--- config.mk ---
export PLATFORM = sky130hd
export DESIGN_NAME = pci_bus_arbiter
export DESIGN_NICKNAME = d
export VERILOG_FILES = /design/src/rtl/pci_bus_arbiter.sv
export SDC_FILE = /design/constraint.sdc
export NUM_CORES = 1
export LEC_CHECK = 0
export CAP_MARGIN = 0
export CORE_MARGIN = 4
export CORE_UTILIZATION = 58
export CTS_BUF_LIST = sky130_fd_sc_hd__clkbuf_4 sky130_fd_sc_hd__clkbuf_8
export DETAILED_ROUTE_END_ITERATION = 16
export PLACE_DENSITY = 0.89
export SLEW_MARGIN = 40
export SYNTH_ARGS = -nofsm -noshare
export SYNTH_HDL_FRONTEND = slang
export SYNTH_SLANG_ARGS = --single-unit
--- constraint.sdc ---
create_clock -name clk -period 4.2 [get_ports clk]
set_input_delay 0.84 -clock clk [delete_from_list [all_inputs] [get_ports clk]]
set_output_delay 0.84 -clock clk [all_outputs]
set_load 0.005 [all_outputs]
--- src/rtl/pci_bus_arbiter.sv ---
// Central round-robin arbiter for a shared PCI bus segment: issues at most one
// active-low grant, tracks FRAME/IRDY, and revokes grants that never start.
module pci_bus_arbiter #(
  parameter int N_MASTERS     = 4,
  parameter int START_TIMEOUT = 16,
  parameter int OWNER_W       = $clog2(N_MASTERS)
) (
  input  logic                 clk,
  input  logic                 rst,
  input  logic [N_MASTERS-1:0] REQ,
  output logic [N_MASTERS-1:0] GNT,
  input  logic                 FRAME,
  input  logic                 IRDY,
  output logic [OWNER_W-1:0]   bus_owner,
  output logic                 bus_busy,
  output logic                 timeout_pulse
);

  localparam int CNT_W  = $clog2(START_TIMEOUT + 1);
  localparam int CAND_W = OWNER_W + 1;
  localparam logic [CNT_W-1:0]     CNT_LAST = CNT_W'(START_TIMEOUT - 1);
  localparam logic [CNT_W-1:0]     CNT_MAX  = {CNT_W{1'b1}};
  localparam logic [CNT_W-1:0]     CNT_ONE  = CNT_W'(1);
  localparam logic [OWNER_W-1:0]   LAST_RST = OWNER_W'(N_MASTERS - 1);
  localparam logic [N_MASTERS-1:0] ALL_HIGH = {N_MASTERS{1'b1}};
  localparam logic [N_MASTERS-1:0] ONE_HOT0 = N_MASTERS'(1);

  typedef enum logic [1:0] {
    IDLE    = 2'd0,
    GRANTED = 2'd1,
    BUSY    = 2'd2
  } state_t;

  state_t                 state_r;
  logic [OWNER_W-1:0]     last_r;
  logic [OWNER_W-1:0]     owner_r;
  logic [CNT_W-1:0]       cnt_r;
  logic [N_MASTERS-1:0]   gnt_r;
  logic                   busy_r;
  logic                   tmo_r;

  logic                   bus_idle_s;
  logic                   pick_valid_s;
  logic [OWNER_W-1:0]     pick_idx_s;
  logic                   owner_req_low_s;
  logic                   other_req_low_s;
  logic [N_MASTERS-1:0]   owner_mask_s;

  // Returns {valid, index} of the first requester after 'last', wrapping at N_MASTERS.
  function automatic logic [OWNER_W:0] rr_pick(input logic [N_MASTERS-1:0] req_low,
                                               input logic [OWNER_W-1:0]   last);
    logic [OWNER_W:0] res;
    logic [CAND_W-1:0] cand;
    res = {(OWNER_W+1){1'b0}};
    for (int i = N_MASTERS; i >= 1; i--) begin
      cand = {1'b0, last} + CAND_W'(i);
      if (cand >= CAND_W'(N_MASTERS)) cand = cand - CAND_W'(N_MASTERS);
      if (req_low[cand[OWNER_W-1:0]]) res = {1'b1, cand[OWNER_W-1:0]};
    end
    return res;
  endfunction

  // Bus status and round-robin candidate for the next grant.
  always_comb begin
    bus_idle_s                 = FRAME & IRDY;
    {pick_valid_s, pick_idx_s} = rr_pick(~REQ, last_r);
    owner_mask_s               = ONE_HOT0 << owner_r;
    owner_req_low_s            = ~REQ[owner_r];
    other_req_low_s            = |(~REQ & ~owner_mask_s);
  end

  // Arbitration state machine with registered grant and status outputs.
  always_ff @(posedge clk) begin
    if (rst) begin
      state_r <= IDLE;
      gnt_r   <= ALL_HIGH;
      owner_r <= {OWNER_W{1'b0}};
      last_r  <= LAST_RST;
      cnt_r   <= {CNT_W{1'b0}};
      busy_r  <= 1'b0;
      tmo_r   <= 1'b0;
    end else begin
      tmo_r <= 1'b0;
      case (state_r)
        IDLE: begin
          // Grants only start on an idle bus, so a transaction in flight at reset is left alone.
          if (bus_idle_s && pick_valid_s) begin
            gnt_r   <= ~(ONE_HOT0 << pick_idx_s);
            owner_r <= pick_idx_s;
            last_r  <= pick_idx_s;
            cnt_r   <= {CNT_W{1'b0}};
            state_r <= GRANTED;
          end else begin
            gnt_r   <= ALL_HIGH;
          end
        end
        GRANTED: begin
          if (!FRAME) begin
            busy_r  <= 1'b1;
            state_r <= BUSY;
          end else if (!owner_req_low_s) begin
            gnt_r   <= ALL_HIGH;
            state_r <= IDLE;
          end else if (cnt_r == CNT_LAST) begin
            gnt_r   <= ALL_HIGH;
            tmo_r   <= 1'b1;
            state_r <= IDLE;
          end else if (cnt_r != CNT_MAX) begin
            cnt_r   <= cnt_r + CNT_ONE;
          end else begin
            cnt_r   <= cnt_r;
          end
        end
        BUSY: begin
          // Dropping GNT only stops the owner from starting another cycle; it finishes the current one.
          if (bus_idle_s) begin
            gnt_r   <= ALL_HIGH;
            busy_r  <= 1'b0;
            state_r <= IDLE;
          end else if (!owner_req_low_s || other_req_low_s) begin
            gnt_r   <= ALL_HIGH;
          end else begin
            gnt_r   <= gnt_r;
          end
        end
        default: begin
          gnt_r   <= ALL_HIGH;
          busy_r  <= 1'b0;
          state_r <= IDLE;
        end
      endcase
    end
  end

  assign GNT           = gnt_r;
  assign bus_owner     = owner_r;
  assign bus_busy      = busy_r;
  assign timeout_pulse = tmo_r;

endmodule

Yosys cells after proc, flatten, opt, wreduce, memory -nomap -nowiden
Cells that the tools add are included.

Register bits after elaboration: 17. Input port bits: 8. Logic and storage cells: 101.

Add/sub/neg operators: 9. Order comparisons: 9. Eq/ne operators: 14. Shift operators: 2. Muxes and demuxes: 41. Bitwise logic cells: 8. Reductions and logical operators: 11.

Operators by type and width (number): two-way mux 5 bit (5); two-way mux 4 bit (6); two-way mux 2 bit (9); less-than comparator 2 x 3 -> 1 bit (second input constant) (5); inequality test 2 bit (second input constant) (7); >= comparator 3 bit (second input constant) (4); two-way mux 3 bit (4); NOT 4 bit (3); one-hot mux 4 bit (3 select lines) (1); binary-select mux 1 bit (select 2 bit) (5); one-hot mux 5 bit (2 select lines) (1); AND reduction 3 bit (3); two-way mux 1 bit (8); OR reduction 4 bit (2); << shifter 1 x 2 -> 4 bit (first input constant) (2); subtractor 2 x 1 -> 2 bit (second input constant) (4); adder 2 x 2 -> 3 bit (second input constant) (2); inequality test 3 bit (second input constant) (2); one-hot mux 2 bit (3 select lines) (1); AND reduction 6 bit (1); adder 5 x 1 -> 5 bit (second input constant) (1); == test 5 x 4 -> 1 bit (second input constant) (1); inequality test 5 bit (second input constant) (1); bitwise AND 4 bit (1); 13 further kinds (15).

Logic depth before layout (Yosys ltp)
Depth after elaboration: 13. Gate-level depth with buffers: 8.

Worst setup path before layout
Ideal clock, no wire load.

Kind: input port to flip-flop. Start: in REQ[0]. End: reg cnt_r[3]. Setup time: 0.119 ns. Arrival: 2.149 ns. Path slack: 1.933 ns. Cell stages on the path: 6. Buffers on the path: 1. Cell sequence: buf_4 -> mux4_2 -> nor4_4 -> nand4_1 -> xor2_1 -> nor2_1.

Longest elaborated chain between the ends: 10. Elaborated cells on any way between the ends: 19.

RTL lines: from (decl) (line 10) `input logic [N_MASTERS-1:0] REQ,`; NOT 4 bit (line 66) `{pick_valid_s, pick_idx_s} = rr_pick(~REQ, last_r);`; binary-select mux 1 bit (select 2 bit) (line 58) `if (req_low[cand[OWNER_W-1:0]]) res = {1'b1, cand[OWNER_W-1:0]};`; two-way mux 1 bit (not written as such) (line 58); two-way mux 3 bit (4 in a row) (line 58); logical AND 1 bit (line 87) `if (bus_idle_s && pick_valid_s) begin`; inequality test 2 bit (no source line); AND reduction 6 bit (no source line) (*); to (signal assigned) (line 79) `cnt_r <= {CNT_W{1'b0}};`; to (signal assigned) (line 91) `cnt_r <= {CNT_W{1'b0}};`; to (signal assigned) (line 109) `cnt_r <= cnt_r + CNT_ONE;`; to (decl) (line 37) `logic [CNT_W-1:0] cnt_r;`.

Every way passes the cells marked *; elsewhere a longest branch is shown, timed or not. The select of a mux whose other input is x is not followed. A chain may end at the register's enable or synchronous reset.

Final worst setup path
Start: in REQ[1]. End: reg cnt_r[3].

The elaborated chain is that of the path after synthesis.

==> impl_metrics.json <==
{
  "status": "complete, no violations",
  "overflow": 0,
  "finalMaxSlewViolations": 0,
  "yosysSeqAreaShare_pct": 34.5,
  "crit_chain": "clkdlybuf4s50_1, mux4_2, nor4_4, nand4_1, xor2_1, nor2_1",
  "clock-root-buffer": "clkbuf_4",
  "clkTransAtPathRegs_ns": 0.09,
  "die_area_um2": 2430,
  "nets": 139,
  "gr-usage-met3_pct": 6.12,
  "io_pins": 16,
  "cap_violations": 0,
  "slowest_delay_ns": 0.58,
  "critPathTopFamily": "simple AND/OR/NAND/NOR gates",
  "cts_buffers": 3,
  "cts_tree": "built",
  "cp.arrival_ns": 2.73,
  "rsz0062_at_grt": "false",
  "critPathCaptureType": "flip-flop",
  "postCtsSetupRepairBufs": 0,
  "start_util_pct": 63.3,
  "cts.sinks": 17,
  "area_growth_syn_to_layout_pct": 15.5,
  "layout-drive-gt1-share_pct": 5.51,
  "critical_path_buf_inv_count": 1,
  "grt_pass1_wl_mm": 3.42,
  "worst_pin_slew_ns": 0.622,
  "synth_top_area_share_pct": 34.5,
  "postSynthCellCount": 115,
  "drc": 0,
  "busiest_layer": "met2",
  "synth_area_per_cell_um2": 8.58,
  "stdcell_area_um2": 1140,
  "holdCritPathClass": "flip-flop to flip-flop",
  "synth_common_cells": "17 x dfxtp_1, 11 x nor2_1, 8 x nor3_1",
  "core_area_um2": 1560,
  "clk_latency_ns": 0.28,
  "groute.usage.overall_pct": 17.6,
  "grt_max_degree": 13,
  "n_antenna_cell": 0,
  "p_leak_uw": 0.000412,
  "period_minus_slack_ns": 2.55,
  "required_ns": 4.38,
  "ant_nets": 0,
  "grt_antenna_before_repair": 0,
  "synthTopCellsByArea": "dfxtp_1 34%, nor2_1 4.2%, nor3_1 4.1%",
  "max_freq_mhz": 392,
  "crit_path_max_fanout": 11,
  "setup_viol": 0,
  "ys_async_sr_fraction_pct": 0,
  "drt_iter0_markers": 35,
  "wl_per_cell_um": 14.0,
  "rows": 14,
  "fin_skew_ns": 0.00158,
  "synth_largest_area_cell": "dfxtp_1",
  "routed_via_density": 6.15,
  "startpoint_type": "input pin",
  "worst-setup-path-type": "input pin to flip-flop",
  "die_height_um": 49.3,
  "htree_levels": 1,
  "yosysMostFrequentCell": "dfxtp_1",
  "hold-worst-slack_ns": 0.514,
  "yosys_most_used_dff": "dfxtp_1",
  "gr-usage-met1_pct": 23.3,
  "gp_congestion": 0.801,
  "fin_crit_sh_pct": 60.8,
  "grt_use_met2_pct": 27.7,
  "die_x_um": 49.3,
  "grt_pass1_vias": 789,
  "critical_path.slowest_cell": "clkdlybuf4s50_1",
  "ys_types": 44,
  "synth_seq_cells": 17,
  "hold_viol": 0,
  "io_buffers": 15,
  "num_vias": 880,
  "postCtsResizedCells": 0,
  "synth-edff-count": 0,
  "holdBufCountCts": 0,
  "power_density_nw_per_um2": 282,
  "wl_mm": 2.00,
  "first_pass_iters": 4,
  "ir_drop_mv": 0.295,
  "postPlaceCellArea_um2": 1110,
  "mappedNetlistArea_um2": 987,
  "relSlewSlack_pct": 58.3,
  "clockBufferDepth": 2,
  "p_total_uw": 322,
  "dp_hpwl_mm": 1.46,
  "synth_nets": 126,
  "tns_ns": 0,
  "synth_warnings": 0
}
==> placed cells by master, fill, tap and decap left out, types with 2 or more instances in the layout <==
| master | netlist | layout |
|---|---|---|
| ha_1 | 3 | 3 |
| mux2i_1 | 2 | 2 |
| nand2_1 | 4 | 4 |
| nor2b_1 | 4 | 4 |
| inv_1 | 6 | 6 |
| nor2_1 | 11 | 11 |
| clkdlybuf4s50_1 | 0 | 15 |
| xor2_1 | 2 | 2 |
| nand2b_1 | 3 | 3 |
| a31oi_1 | 2 | 2 |
| a211oi_1 | 3 | 3 |
| nor3_1 | 8 | 8 |
| nand4_1 | 3 | 3 |
| a21oi_1 | 7 | 7 |
| dfxtp_1 | 17 | 17 |
| clkbuf_4 | 0 | 4 |
| nor4_1 | 5 | 5 |
| nand3b_1 | 2 | 2 |
| o31ai_1 | 4 | 4 |
==> state kept, by name, indices dropped and copies added, names as in the netlist <==
signal and count:
GNT 4, bus_busy 1, bus_owner 2, cnt_r 5, last_r 2, state_r 2, timeout_pulse 1
==> metal layers <==
layer / part of all wire [%] / wire length [um] / vias to the layer above
li1: - / - / 455
met1: 47 / 933 / 392
met2: 46 / 917 / 31
met3: 6.7 / 134 / 2
met4: 0.80 / 16 / 0
met5: 0 / 0 / -
==> cells by family after synthesis <==
logic type,count (synthesis),synth area share (%)
AO/OA/AOI/OAI,26,17.9
XOR/XNOR,3,2.66
adder cells (fa/ha/maj),3,3.80
buffers and inverters,13,7.10
flip-flops,17,34.5
multiplexers,3,4.31
AND/OR/NAND/NOR,50,29.8
==> worst paths after layout <==
check                                              to             startpoint  depth (start not counted)  slack (ns)
worst max-delay path            cnt_r[3]$_SDFFE_PP0P_                 REQ[1]                          6        1.65
worst min-delay path            bus_busy$_SDFFE_PP0P_  bus_busy$_SDFFE_PP0P_                          2        0.51
worst min register to register  bus_busy$_SDFFE_PP0P_  bus_busy$_SDFFE_PP0P_                          2        0.51
worst max register to register  cnt_r[3]$_SDFFE_PP0P_  cnt_r[0]$_SDFFE_PP0P_                          8        2.04
==> through the flow <==
step | util (%) | setup WS, ns | cells
2_1_floorplan | - | 1.93 | 115
3_3_place_gp | 71.2 | 1.40 | 139
3_5_place_dp | 71.2 | 1.36 | 139
4_1_cts | 73.1 | 1.67 | 143
5_1_grt | 73.1 | 1.57 | 143
6_report | 73.1 | 1.65 | 143
==> power breakdown <==
part           switching (uW)  internal (uW)
Combinational            29.1           27.2
Clock                    47.9           43.4
Sequential               7.95            166
Total                    84.9            237
==> tightest hold or removal path, stage by stage, from the launching register on <==
cell and delay (ns):
dfxtp_1 0.32, a21oi_1 0.11, nor3_1 0.05
==> layout make-up <==
| type | count | area [um2] |
|---|---|---|
| Clock buffer | 4 | 30.0 |
| Fill cell | 115 | 419 |
| Multi-Input combinational cell | 85 | 577 |
| Inverter | 6 | 22.5 |
| Sequential cell | 17 | 340 |
| Timing Repair Buffer | 15 | 150 |
| Tap cell | 16 | 20.0 |
Power figures use the tool's default switching activity.
